**config.mk**
```make
export PLATFORM = sky130hd
export DESIGN_NAME = p405s_dcu_fill_buf_ctl
export DESIGN_NICKNAME = d
export VERILOG_FILES = /design/src/rtl/p405s_dcu_fill_pkg.sv /design/src/rtl/p405s_dcu_fill_word_reg.sv /design/src/rtl/p405s_dcu_fill_buf_ctl.sv
export SDC_FILE = /design/constraint.sdc
export NUM_CORES = 1
export LEC_CHECK = 0
export ABC_AREA = 1
export CORE_UTILIZATION = 50
export CTS_BUF_LIST = sky130_fd_sc_hd__clkbuf_16
export DETAILED_ROUTE_END_ITERATION = 6
export GPL_TIMING_DRIVEN = 0
export PLACE_DENSITY = 0.81
export SLEW_MARGIN = 20
export SYNTH_ARGS = -nofsm -noshare
export SYNTH_HDL_FRONTEND = slang
export SYNTH_SLANG_ARGS = --single-unit
```
**constraint.sdc**
```tcl
create_clock -name CB -period 2.4 [get_ports CB]
set_clock_uncertainty 0.2 [all_clocks]
set_input_delay 0.24 -clock CB [delete_from_list [all_inputs] [get_ports CB]]
set_output_delay 0.24 -clock CB [all_outputs]
set_load 0.02 [all_outputs]
```
**src/rtl/p405s_dcu_fill_pkg.sv**
```systemverilog
// Shared constants and state encoding for the DCU line-fill buffer.
// Line geometry is fixed at four 64-bit doublewords (eight 32-bit words).
package p405s_dcu_fill_pkg;

    localparam int LINE_DW    = 4;
    localparam int DW_W       = 64;
    localparam int WORD_W     = 32;
    localparam int LINE_WORDS = 2 * LINE_DW;
    localparam int CNT_W      = $clog2(LINE_DW);
    localparam int WADDR_W    = $clog2(LINE_WORDS);
    localparam int BYTES_W    = WORD_W / 8;

    typedef enum logic [1:0] {
        ST_IDLE  = 2'b00,
        ST_FILL  = 2'b01,
        ST_WRITE = 2'b10
    } fill_state_e;

endpackage

```
**src/rtl/p405s_dcu_fill_word_reg.sv**
```systemverilog
// One fill-buffer word: byte-granular store merge with a per-byte mask that
// protects store bytes from being overwritten by the later PLB beat.
module p405s_dcu_fill_word_reg
    import p405s_dcu_fill_pkg::*;
(
    input  logic               clk,
    input  logic               srst,
    input  logic               i_clr,
    input  logic               i_beat_we,
    input  logic [WORD_W-1:0]  i_beat_data,
    input  logic               i_st_we,
    input  logic [BYTES_W-1:0] i_st_be,
    input  logic [WORD_W-1:0]  i_st_data,
    output logic [WORD_W-1:0]  o_word,
    output logic               o_valid
);

    logic [WORD_W-1:0]  r_word;
    logic [WORD_W-1:0]  w_word_next;
    logic [BYTES_W-1:0] r_mask;
    logic [BYTES_W-1:0] w_mask_next;
    logic [BYTES_W-1:0] w_st_hit;
    logic               r_valid;

    // A store byte always wins; the beat only fills bytes no store has claimed.
    genvar gi;
    generate
        for (gi = 0; gi < BYTES_W; gi++) begin : g_byte
            assign w_st_hit[gi] = i_st_we & i_st_be[gi];
            assign w_word_next[gi*8 +: 8] =
                w_st_hit[gi]                  ? i_st_data[gi*8 +: 8]   :
                (i_beat_we & ~r_mask[gi])     ? i_beat_data[gi*8 +: 8] :
                                                r_word[gi*8 +: 8];
            assign w_mask_next[gi] = r_mask[gi] | w_st_hit[gi];
        end
    endgenerate

    always_ff @(posedge clk) begin
        if (srst) begin
            r_word  <= '0;
            r_mask  <= '0;
            r_valid <= 1'b0;
        end else begin
            r_word <= w_word_next;
            if (i_clr) begin
                r_mask  <= '0;
                r_valid <= 1'b0;
            end else begin
                r_mask  <= w_mask_next;
                r_valid <= r_valid | i_beat_we;
            end
        end
    end

    assign o_word  = r_word;
    assign o_valid = r_valid;

endmodule

```
**src/rtl/p405s_dcu_fill_buf_ctl.sv**
```systemverilog
// DCU line-fill buffer: captures a critical-doubleword-first PLB line, merges
// SDQ stores while filling, forwards to loads and hands the line to the array.
module p405s_dcu_fill_buf_ctl
    import p405s_dcu_fill_pkg::*;
(
    input  logic                CB,
    input  logic                reset,
    input  logic                fillStart,
    input  logic [CNT_W-1:0]    fillStartDw,
    input  logic                plbRdDAck,
    input  logic [DW_W-1:0]     plbRdData,
    input  logic                plbRdErr,
    input  logic                storeValid,
    input  logic [WADDR_W-1:0]  storeWordAddr,
    input  logic [BYTES_W-1:0]  storeByteEn,
    input  logic [WORD_W-1:0]   SDQ_mux,
    input  logic                loadReq,
    input  logic [WADDR_W-1:0]  loadWordAddr,
    input  logic                arrayWrAck,
    output logic [WORD_W-1:0]   fillBufWord0_L2,
    output logic [WORD_W-1:0]   fillBufWord1_L2,
    output logic [WORD_W-1:0]   fillBufWord2_L2,
    output logic [WORD_W-1:0]   fillBufWord3_L2,
    output logic [WORD_W-1:0]   fillBufWord4_L2,
    output logic [WORD_W-1:0]   fillBufWord5_L2,
    output logic [WORD_W-1:0]   fillBufWord6_L2,
    output logic [WORD_W-1:0]   fillBufWord7_L2,
    output logic [LINE_WORDS-1:0] fillBufWordValid,
    output logic [WADDR_W-1:0]  bypassMuxSel,
    output logic [BYTES_W-1:0]  bypassFillSDP_sel,
    output logic                loadHit,
    output logic                fillBusy,
    output logic                storeStall,
    output logic                arrayWrReq,
    output logic                fillDone,
    output logic                fillErr
);

    fill_state_e        r_state;
    fill_state_e        w_state_next;
    logic [CNT_W-1:0]   r_cnt;
    logic [CNT_W-1:0]   r_start_dw;
    logic               r_err;
    logic               r_wr_req;
    logic               r_done;
    logic               r_fill_err;
    logic               w_wr_req_next;
    logic               w_done_next;
    logic               w_fill_err_next;
    logic               w_clr;
    logic               w_in_fill;
    logic               w_beat;
    logic               w_last_beat;
    logic [CNT_W-1:0]   w_dw;
    logic [WORD_W-1:0]  w_word [LINE_WORDS];
    logic [LINE_WORDS-1:0] w_valid;

    assign w_in_fill   = (r_state == ST_FILL);
    assign w_beat      = w_in_fill & plbRdDAck;
    assign w_dw        = r_start_dw + r_cnt;
    assign w_last_beat = w_beat & (r_cnt == CNT_W'(LINE_DW - 1));

    always_comb begin
        w_state_next    = r_state;
        w_wr_req_next   = 1'b0;
        w_done_next     = 1'b0;
        w_fill_err_next = 1'b0;
        w_clr           = 1'b0;
        case (r_state)
            ST_IDLE: begin
                if (fillStart) begin
                    w_state_next = ST_FILL;
                    w_clr        = 1'b1;
                end
            end
            ST_FILL: begin
                if (w_last_beat) begin
                    if (r_err | plbRdErr) begin
                        w_state_next    = ST_IDLE;
                        w_fill_err_next = 1'b1;
                        w_clr           = 1'b1;
                    end else begin
                        w_state_next  = ST_WRITE;
                        w_wr_req_next = 1'b1;
                    end
                end
            end
            ST_WRITE: begin
                if (arrayWrAck) begin
                    w_state_next = ST_IDLE;
                    w_done_next  = 1'b1;
                    w_clr        = 1'b1;
                end else begin
                    w_wr_req_next = 1'b1;
                end
            end
            default: w_state_next = ST_IDLE;
        endcase
    end

    always_ff @(posedge CB) begin
        if (reset) begin
            r_state    <= ST_IDLE;
            r_cnt      <= '0;
            r_start_dw <= '0;
            r_err      <= 1'b0;
            r_wr_req   <= 1'b0;
            r_done     <= 1'b0;
            r_fill_err <= 1'b0;
        end else begin
            r_state    <= w_state_next;
            r_wr_req   <= w_wr_req_next;
            r_done     <= w_done_next;
            r_fill_err <= w_fill_err_next;
            if ((r_state == ST_IDLE) && fillStart) begin
                r_start_dw <= fillStartDw;
                r_cnt      <= '0;
                r_err      <= 1'b0;
            end else if (w_beat) begin
                r_cnt <= r_cnt + CNT_W'(1);
                r_err <= r_err | plbRdErr;
            end
        end
    end

    // Beat k carries words 2k (upper half) and 2k+1 (lower half).
    genvar gi;
    generate
        for (gi = 0; gi < LINE_WORDS; gi++) begin : g_word
            logic [WORD_W-1:0] w_beat_half;
            if (gi % 2 == 0) begin : g_even
                assign w_beat_half = plbRdData[DW_W-1 -: WORD_W];
            end else begin : g_odd
                assign w_beat_half = plbRdData[WORD_W-1:0];
            end

            p405s_dcu_fill_word_reg u_word (
                .clk         (CB),
                .srst        (reset),
                .i_clr       (w_clr),
                .i_beat_we   (w_beat & (w_dw == CNT_W'(gi / 2))),
                .i_beat_data (w_beat_half),
                .i_st_we     (w_in_fill & storeValid & (storeWordAddr == WADDR_W'(gi))),
                .i_st_be     (storeByteEn),
                .i_st_data   (SDQ_mux),
                .o_word      (w_word[gi]),
                .o_valid     (w_valid[gi])
            );
        end
    endgenerate

    assign fillBufWord0_L2  = w_word[0];
    assign fillBufWord1_L2  = w_word[1];
    assign fillBufWord2_L2  = w_word[2];
    assign fillBufWord3_L2  = w_word[3];
    assign fillBufWord4_L2  = w_word[4];
    assign fillBufWord5_L2  = w_word[5];
    assign fillBufWord6_L2  = w_word[6];
    assign fillBufWord7_L2  = w_word[7];
    assign fillBufWordValid = w_valid;

    assign bypassMuxSel      = loadWordAddr;
    assign bypassFillSDP_sel = {BYTES_W{loadReq & storeValid & w_in_fill &
                                        (storeWordAddr == loadWordAddr)}} & storeByteEn;
    assign loadHit    = loadReq & (r_state != ST_IDLE) &
                        (w_valid[loadWordAddr] | (&bypassFillSDP_sel));
    assign fillBusy   = (r_state != ST_IDLE);
    assign storeStall = storeValid & (r_state == ST_WRITE);
    assign arrayWrReq = r_wr_req;
    assign fillDone   = r_done;
    assign fillErr    = r_fill_err;

endmodule

```
# After elaboration in Yosys (flattened, before gate mapping)

Cells that the tools add are included.

Register bits after elaboration: 306
Logic and storage cells: 360
Memory bits (read-only): 0
Bits in latches: 0
Bits of input ports: 116
Output and inout bits: 277
RAM bits: 0
Memories: 0

Reductions and logical operators: 43
Muxes and demuxes: 80
Equality and inequality tests: 17
Multipliers: 0
Divide/modulo/power cells: 0
Shifts and indexed selects: 0
Bitwise logic cells: 162
Order comparisons: 1
Add/subtract/negate cells: 2

Operator list:

| cell               | number |
|---|---|
| $mux 8             | 64 |
| $and 1x1->1        | 85 |
| $reduce_bool 2->1  | 33 |
| $or 1x1->1         | 42 |
| $not 1->1          | 34 |
| $eq 3x3->1 const B | 4 |
| $eq 2x2->1 const B | 4 |
| $mux 1             | 8 |
| $mux 2             | 4 |
| $reduce_or 2->1    | 4 |
| $eq 3x2->1 const B | 2 |
| $pmux 2 s3         | 1 |
| $and 4x4->4        | 1 |
| $eq 2x1->1 const B | 2 |
| $logic_not 2->1    | 2 |
| $lt 3x4->1 const B | 1 |
| $ne 2x2->1 const B | 2 |
| $reduce_and 4->1   | 1 |
| $bmux 1 s3         | 1 |
| $eq 3x1->1 const B | 1 |
| $eq 3x3->1         | 1 |
| $logic_not 3->1    | 1 |
| $pmux 1 s3         | 1 |
| $reduce_and 3->1   | 1 |
| 5 further kinds    | 5 |

# Longest topological paths before layout

Word-level depth: 7
Depth in mapped cells: 11

# By module

A second synthesis with hierarchy kept.

Cell total of the unflattened synthesis: 2,347
Area total of the unflattened synthesis: 17,291.6 um^2

By module, submodules not included:

| module                  | area each (um^2) | cells an instance | times used |
|---|---|---|---|
| p405s_dcu_fill_word_reg | 2,060.7          | 276               | 8 |
| p405s_dcu_fill_buf_ctl  | 805.8            | 139               | 1 |

# Worst setup path after synthesis

No wires, ideal clock.

Path kind: reg-to-reg
Start point: reg r_state[1]
End point: reg g_word[1].u_word.r_word[29]
Cell stages (with the launch flop): 12
Slack: 364 ps
Path buffers: 2
Clock period less this slack: 2,036 ps
Data required time: 2,085 ps
Data arrival time: 1,721 ps
Library setup time: 115 ps
Cell sequence: dfxtp_1 -> inv_1 -> ha_1 -> nand2_1 -> nor2_4 -> buf_4 -> nand3_1 -> clkbuf_1 -> nand2_1 -> o21ai_1 -> a21oi_1 -> nor2_1

Longest elaborated chain between the ends: 5
Elaborated cells on any way between the ends: 9
Classes of those cells: 1 x eq/ne; 1 x mux; 6 x bitwise; 1 x reduce/logical

Ends and longest elaborated chain:

| item                                        | line                                                         | source |
|---|---|---|
| start, declared                             | p405s_dcu_fill_buf_ctl.sv:39                                 | `fill_state_e r_state;` |
| start signal, assigned                      | p405s_dcu_fill_buf_ctl.sv:111                                | `r_state <= w_state_next;` |
| $eq 2x1->1 *                                | p405s_dcu_fill_buf_ctl.sv:58                                 | `assign w_in_fill = (r_state == ST_FILL);` |
| $and 1x1->1, on equally long branches       | p405s_dcu_fill_buf_ctl.sv:143, p405s_dcu_fill_buf_ctl.sv:59  |  |
| $and 1x1->1, on equally long branches       | p405s_dcu_fill_buf_ctl.sv:143, p405s_dcu_fill_buf_ctl.sv:141 |  |
| $and 1x1->1, on equally long branches       | p405s_dcu_fill_word_reg.sv:29, p405s_dcu_fill_word_reg.sv:32 |  |
| $mux 8 or $reduce_bool 2->1 (tied branches) | -                                                            |  |
| end signal, assigned                        | p405s_dcu_fill_word_reg.sv:44                                | `r_word <= w_word_next;` |
| end, declared                               | p405s_dcu_fill_word_reg.sv:18                                | `logic [WORD_W-1:0] r_word;` |

Every way passes the cells marked *; elsewhere a longest branch is shown, timed or not.
A chain may end at the register's enable or synchronous reset.

# Worst setup path in the final report

Start point: reg r_state[1]
End point: out loadHit

Longest elaborated chain between the ends: 7
Elaborated cells on any way between the ends: 9
Classes of those cells: 1 x eq/ne; 6 x bitwise; 2 x reduce/logical

Ends and longest elaborated chain:

| item                      | line                          | source |
|---|---|---|
| $eq 2x1->1                | p405s_dcu_fill_buf_ctl.sv:58  |  |
| $and 1x1->1 (2 in series) | p405s_dcu_fill_buf_ctl.sv:163 | `assign bypassFillSDP_sel = {BYTES_W{loadReq & storeValid & w_in_fill &` |
| $and 4x4->4               | p405s_dcu_fill_buf_ctl.sv:164 | `(storeWordAddr == loadWordAddr)}} & storeByteEn;` |
| $reduce_and 4->1          | p405s_dcu_fill_buf_ctl.sv:166 | `(w_valid[loadWordAddr] \| (&bypassFillSDP_sel));` |
| $or 1x1->1                | p405s_dcu_fill_buf_ctl.sv:166 |  |
| $and 1x1->1 *             | p405s_dcu_fill_buf_ctl.sv:165 | `assign loadHit = loadReq & (r_state != ST_IDLE) &` |
| end, declared             | p405s_dcu_fill_buf_ctl.sv:31  | `output logic loadHit,` |

Marks and branches as above.

==> impl_table.tex <==
\begin{tabular}{lr}
\hline
Metric & Value \\
\hline
\multicolumn{2}{l}{\textbf{GRT}} \\
\quad Vias in the first global route & 17.1k \\
\quad Final global-route overflow total & 0 \\
\quad Overall track demand over capacity in global routing & 0.369 \\
\quad Global-route wire length before repair & 94.7 mm \\
\quad Maximum number of pins on one net before global-route repair & 15 \\
\quad Number of antenna violations at the first check in global routing & 6 \\
\multicolumn{2}{l}{\textbf{Critical path}} \\
\quad Worst setup slack for register-to-register paths & 0.05 ns \\
\quad Worst Setup Start Kind & register \\
\quad Cell breakdown of the critical path & inv\_2 -> ha\_4 -> nand3\_1 -> nor2\_2 -> nand4\_1 -> a21oi\_2 -> buf\_4 \\
\quad Highest cell delay on the worst timing path & 0.34 ns \\
\quad Type of the worst setup path & register to output pin \\
\quad Signal arrival time at the worst endpoint & 1.97 ns \\
\quad Crit Path Max Fanout & 5 \\
\quad Master of the slowest instance on the critical path & dfxtp\_2 \\
\quad Req. time, crit path & 1.96 ns \\
\quad Capturing element type of the critical path & output pin \\
\multicolumn{2}{l}{\textbf{Placed design}} \\
\quad Half-perimeter wire length of the detailed placement result & 44.7 mm \\
\quad Total of buffers placed on input and output ports & 387 \\
\quad Total instance count after detailed placement & 3362 \\
\quad Placed cell area & 0.0204 mm\^{}2 \\
\quad Routability cong. & 0.950 \\
\multicolumn{2}{l}{\textbf{STA}} \\
\quad Achievable clock frequency & 415 MHz \\
\quad Final Max Slew Viols & 0 \\
\quad Actual slew at the worst max-slew pin & 0.879 ns \\
\quad Period utilization & 1.00 \\
\quad Final worst path period need & 2.41 ns \\
\quad RSZ-0062 raised after global routing & true \\
\quad Number of endpoints failing setup at the final stage & 1 \\
\quad Setup\_tns & -0.00828 ns \\
\quad Worst path setup slack after routing & -0.00828 ns \\
\quad Hold Fails Final Rpt & 0 \\
\quad Slew margin rel. & 0.413 \\
\multicolumn{2}{l}{\textbf{Synth}} \\
\quad Yosys top cell by area & dfxtp\_1 \\
\quad Count of warnings emitted by yosys & 0 \\
\quad Mapped cell area & 0.0161 mm\^{}2 \\
\quad Area contributors post-synth & dfxtp\_1 (38\%), nand2\_1 (13\%), a21oi\_1 (9.4\%) \\
\quad Top cell type's share of synthesized area & 0.381 \\
\quad Post-Syn Nets & 2696 \\
\quad Count of cell types in the netlist & 24 \\
\quad Synthesized flop and latch total & 306 \\
\quad Gate count after technology mapping & 2573 \\
\quad Avg Inst Size Synth & 6.25 um\^{}2 \\
\quad Sequential area share after synthesis & 0.381 \\
\multicolumn{2}{l}{\textbf{Min path}} \\
\quad Hold/Removal Path Class & input port to register \\
\multicolumn{2}{l}{\textbf{Floorplanning}} \\
\quad Area of the die & 0.0329 mm\^{}2 \\
\quad I/O Pins & 393 \\
\quad Starting density of the core & 0.509 \\
\quad \# rows & 65 \\
\quad Horiz. Die Dim & 181 um \\
\quad Floorplan core area & 0.0316 mm\^{}2 \\
\quad DIE HEIGHT & 181 um \\
\multicolumn{2}{l}{\textbf{Clock tree}} \\
\quad Maximum level of the CTS H-tree & 2 \\
\quad Later-pin clock latency in the skew report & 0.53 ns \\
\quad Cell at the root of the clock tree & clkbuf\_16 \\
\quad Clock slew seen by the registers of the worst setup and hold paths & 0.06 ns \\
\quad CTS tree & yes \\
\quad TritonCTS buffer count & 35 \\
\quad Max Root-Sink Buffers & 3 \\
\quad Number of clock sinks & 306 \\
\multicolumn{2}{l}{\textbf{Cells and area}} \\
\quad Share of post-route cells with drive strength above 1 & 0.0886 \\
\quad Post-route design area & 0.0222 mm\^{}2 \\
\quad Layout net count & 3153 \\
\quad Final cell count without fillers & 3466 \\
\quad Area growth from synthesis to layout & 37.9\% \\
\multicolumn{2}{l}{\textbf{Power}} \\
\quad Power per cell area & 675 mW/mm\^{}2 \\
\quad Overall Power & 15.0 mW \\
\quad Maximum ir drop on the vdd rail & 564 uV \\
\quad Share of total power in the clock network & 0.356 \\
\quad Switching share of power & 0.323 \\
\quad Gate power share & 0.259 \\
\quad Internal power & 10.1 mW \\
\quad Switching component of the power & 4.83 mW \\
\quad Sequential share of power & 0.385 \\
\quad Static power due to leakage & 10.4 nW \\
\multicolumn{2}{l}{\textbf{Route}} \\
\quad Initial DRT Pass Iterations & 6 \\
\quad Number of nets with antenna violations after detailed routing & 0 \\
\quad Detailed router's first-iteration violation count & 1688 \\
\quad Detailed-route DRC error count & 0 \\
\quad Vias & 19.0k \\
\quad Average routed wire per standard cell & 18.2 um \\
\quad Detailed Route WL & 63.0 mm \\
\quad Vias per std cell & 5.49 \\
\multicolumn{2}{l}{\textbf{Run}} \\
\quad Max Cap Viol & 0 \\
\multicolumn{2}{l}{\textbf{Outcome}} \\
\quad Run status & finished, violations left \\
\quad Violations in the final reports & negative setup slack \\
\hline
\end{tabular}
[synthesized netlist by cell type]
| library cell | n |
|---|---|
| a211oi_1 | 1 |
| a21oi_1 | 302 |
| buf_2 | 17 |
| buf_4 | 16 |
| clkbuf_1 | 150 |
| dfxtp_1 | 306 |
| ha_1 | 7 |
| inv_1 | 348 |
| inv_2 | 5 |
| nand2_1 | 545 |
| nand2_2 | 1 |
| nand3_1 | 295 |
| nand3_2 | 17 |
| nand4_1 | 18 |
| nor2_1 | 270 |
| nor2_2 | 2 |
| nor2_4 | 4 |
| nor3_1 | 1 |
| o211ai_1 | 1 |
| o21ai_0 | 96 |
| o21ai_1 | 165 |
| o22ai_1 | 2 |
| or2_2 | 1 |
| xor2_1 | 3 |
[critical path, delay by kind of cell (launching register included)]
family	cells	cell delay [ns]
flops	1	0.34
buf+inv	2	0.26
fa+ha+maj	1	0.16
simple gates	3	0.39
compound gates	1	0.28
[cell families (layout without fill, tap and decap cells)]
logic type	count (synthesis)	after routing	synth area share
AOI/OAI and AO/OA	567	567	0.177
and+or+nand+nor	1154	1154	0.304
DFF	306	306	0.381
xor gates and xnor gates	3	3	0.00164
adders and majority gates	7	7	0.00545
buffers and inverters	536	1020	0.130
other	0	7	0
[cell type report]
class                      instances  area [um^2]
fill                            2704         9400
multi-input combinational       1731         8030
sequential                       306         6130
timing repair buffer             420         4120
inverter                         353         1330
buffer                           183          908
clock buffer                      36          901
tap                              402          503
clock inverter                    28          235
antenna                            7         17.5
[worst paths after layout]
path,cells past startpoint,from,endpoint
max,7,r_state[1]$_SDFFE_PP0P_,loadHit
min reg2reg,2,g_word[6].u_word.r_mask[0]$_SDFF_PP0_,g_word[6].u_word.r_mask[0]$_SDFF_PP0_
min,3,plbRdErr,r_err$_SDFFE_PP0P_
max reg2reg,11,r_state[1]$_SDFFE_PP0P_,g_word[3].u_word.o_word[20]$_SDFFE_PP0P_
[what timing repair did]
| action | 4_1_cts | 5_1_grt |
|---|---|---|
| pin swaps | 12 | 10 |
| setup endpoints to repair | 299 | 277 |
| gates resized for setup | 43 | 223 |
| gates cloned | 0 | 0 |
| setup buffers | 15 | 18 |
| hold buffers | 0 | 0 |
[power groups by stage]
stage	clock network [mW]	registers (mW)	logic, mW
after CTS	5.34	5.75	3.77
after global placement	0	5.84	3.59
final	5.32	5.75	3.88
after floorplan	0	6.24	1.60
after detailed placement	0	5.85	3.66
after global routing	5.58	5.79	4.17
[registers in the layout (all words and copies together) (netlist names)]
register / flops
r_start_dw: 2
fillDone: 1
arrayWrReq: 1
r_err: 1
r_state: 2
fillErr: 1
g_word.u_word.o_word: 256
g_word.u_word.o_valid: 8
r_cnt: 2
g_word.u_word.r_mask: 32
[cell usage in the layout, fill, tap and decap left out, types with 3 or more instances in the layout]
cell type and instances:
a21oi_1 301, nand4_1 18, nor2_4 6, clkbuf_16 36, clkbuf_4 3, nor2_2 4, bufinv_16 3, nand2_1 543
clkdlybuf4s50_1 380, clkinv_1 8, buf_2 42, clkinv_2 11, diode_2 7, ha_1 6, buf_4 46, buf_6 4
o21ai_1 166, nand3_1 275, nor2_1 266, o21ai_0 95, nand3_2 36, dfxtp_1 304, clkbuf_1 66, xor2_1 3
clkbuf_2 57, inv_2 6, inv_1 348
[routing by layer]
| metal | GRT usage | wire length [um] |
|---|---|---|
| met4 | 0.187 | 3160 |
| met2 | 0.580 | 27900 |
| met1 | 0.478 | 24900 |
| met5 | 0 | 0 |
| met3 | 0.0742 | 6910 |
[per-stage QoR]
stage | utilization | hold WS [ns] | setup slack, ns
final | 0.702 | 0.138 | -0.00828
after global routing | 0.702 | 0.167 | -0.0606
after CTS | 0.690 | 0.136 | 0.0000908
after detailed placement | 0.648 | 0.246 | -0.571
after global placement | 0.648 | 0.239 | -0.588
after floorplan | - | 0.109 | 0.364
Note: power is estimated with default switching activity, not from simulation.
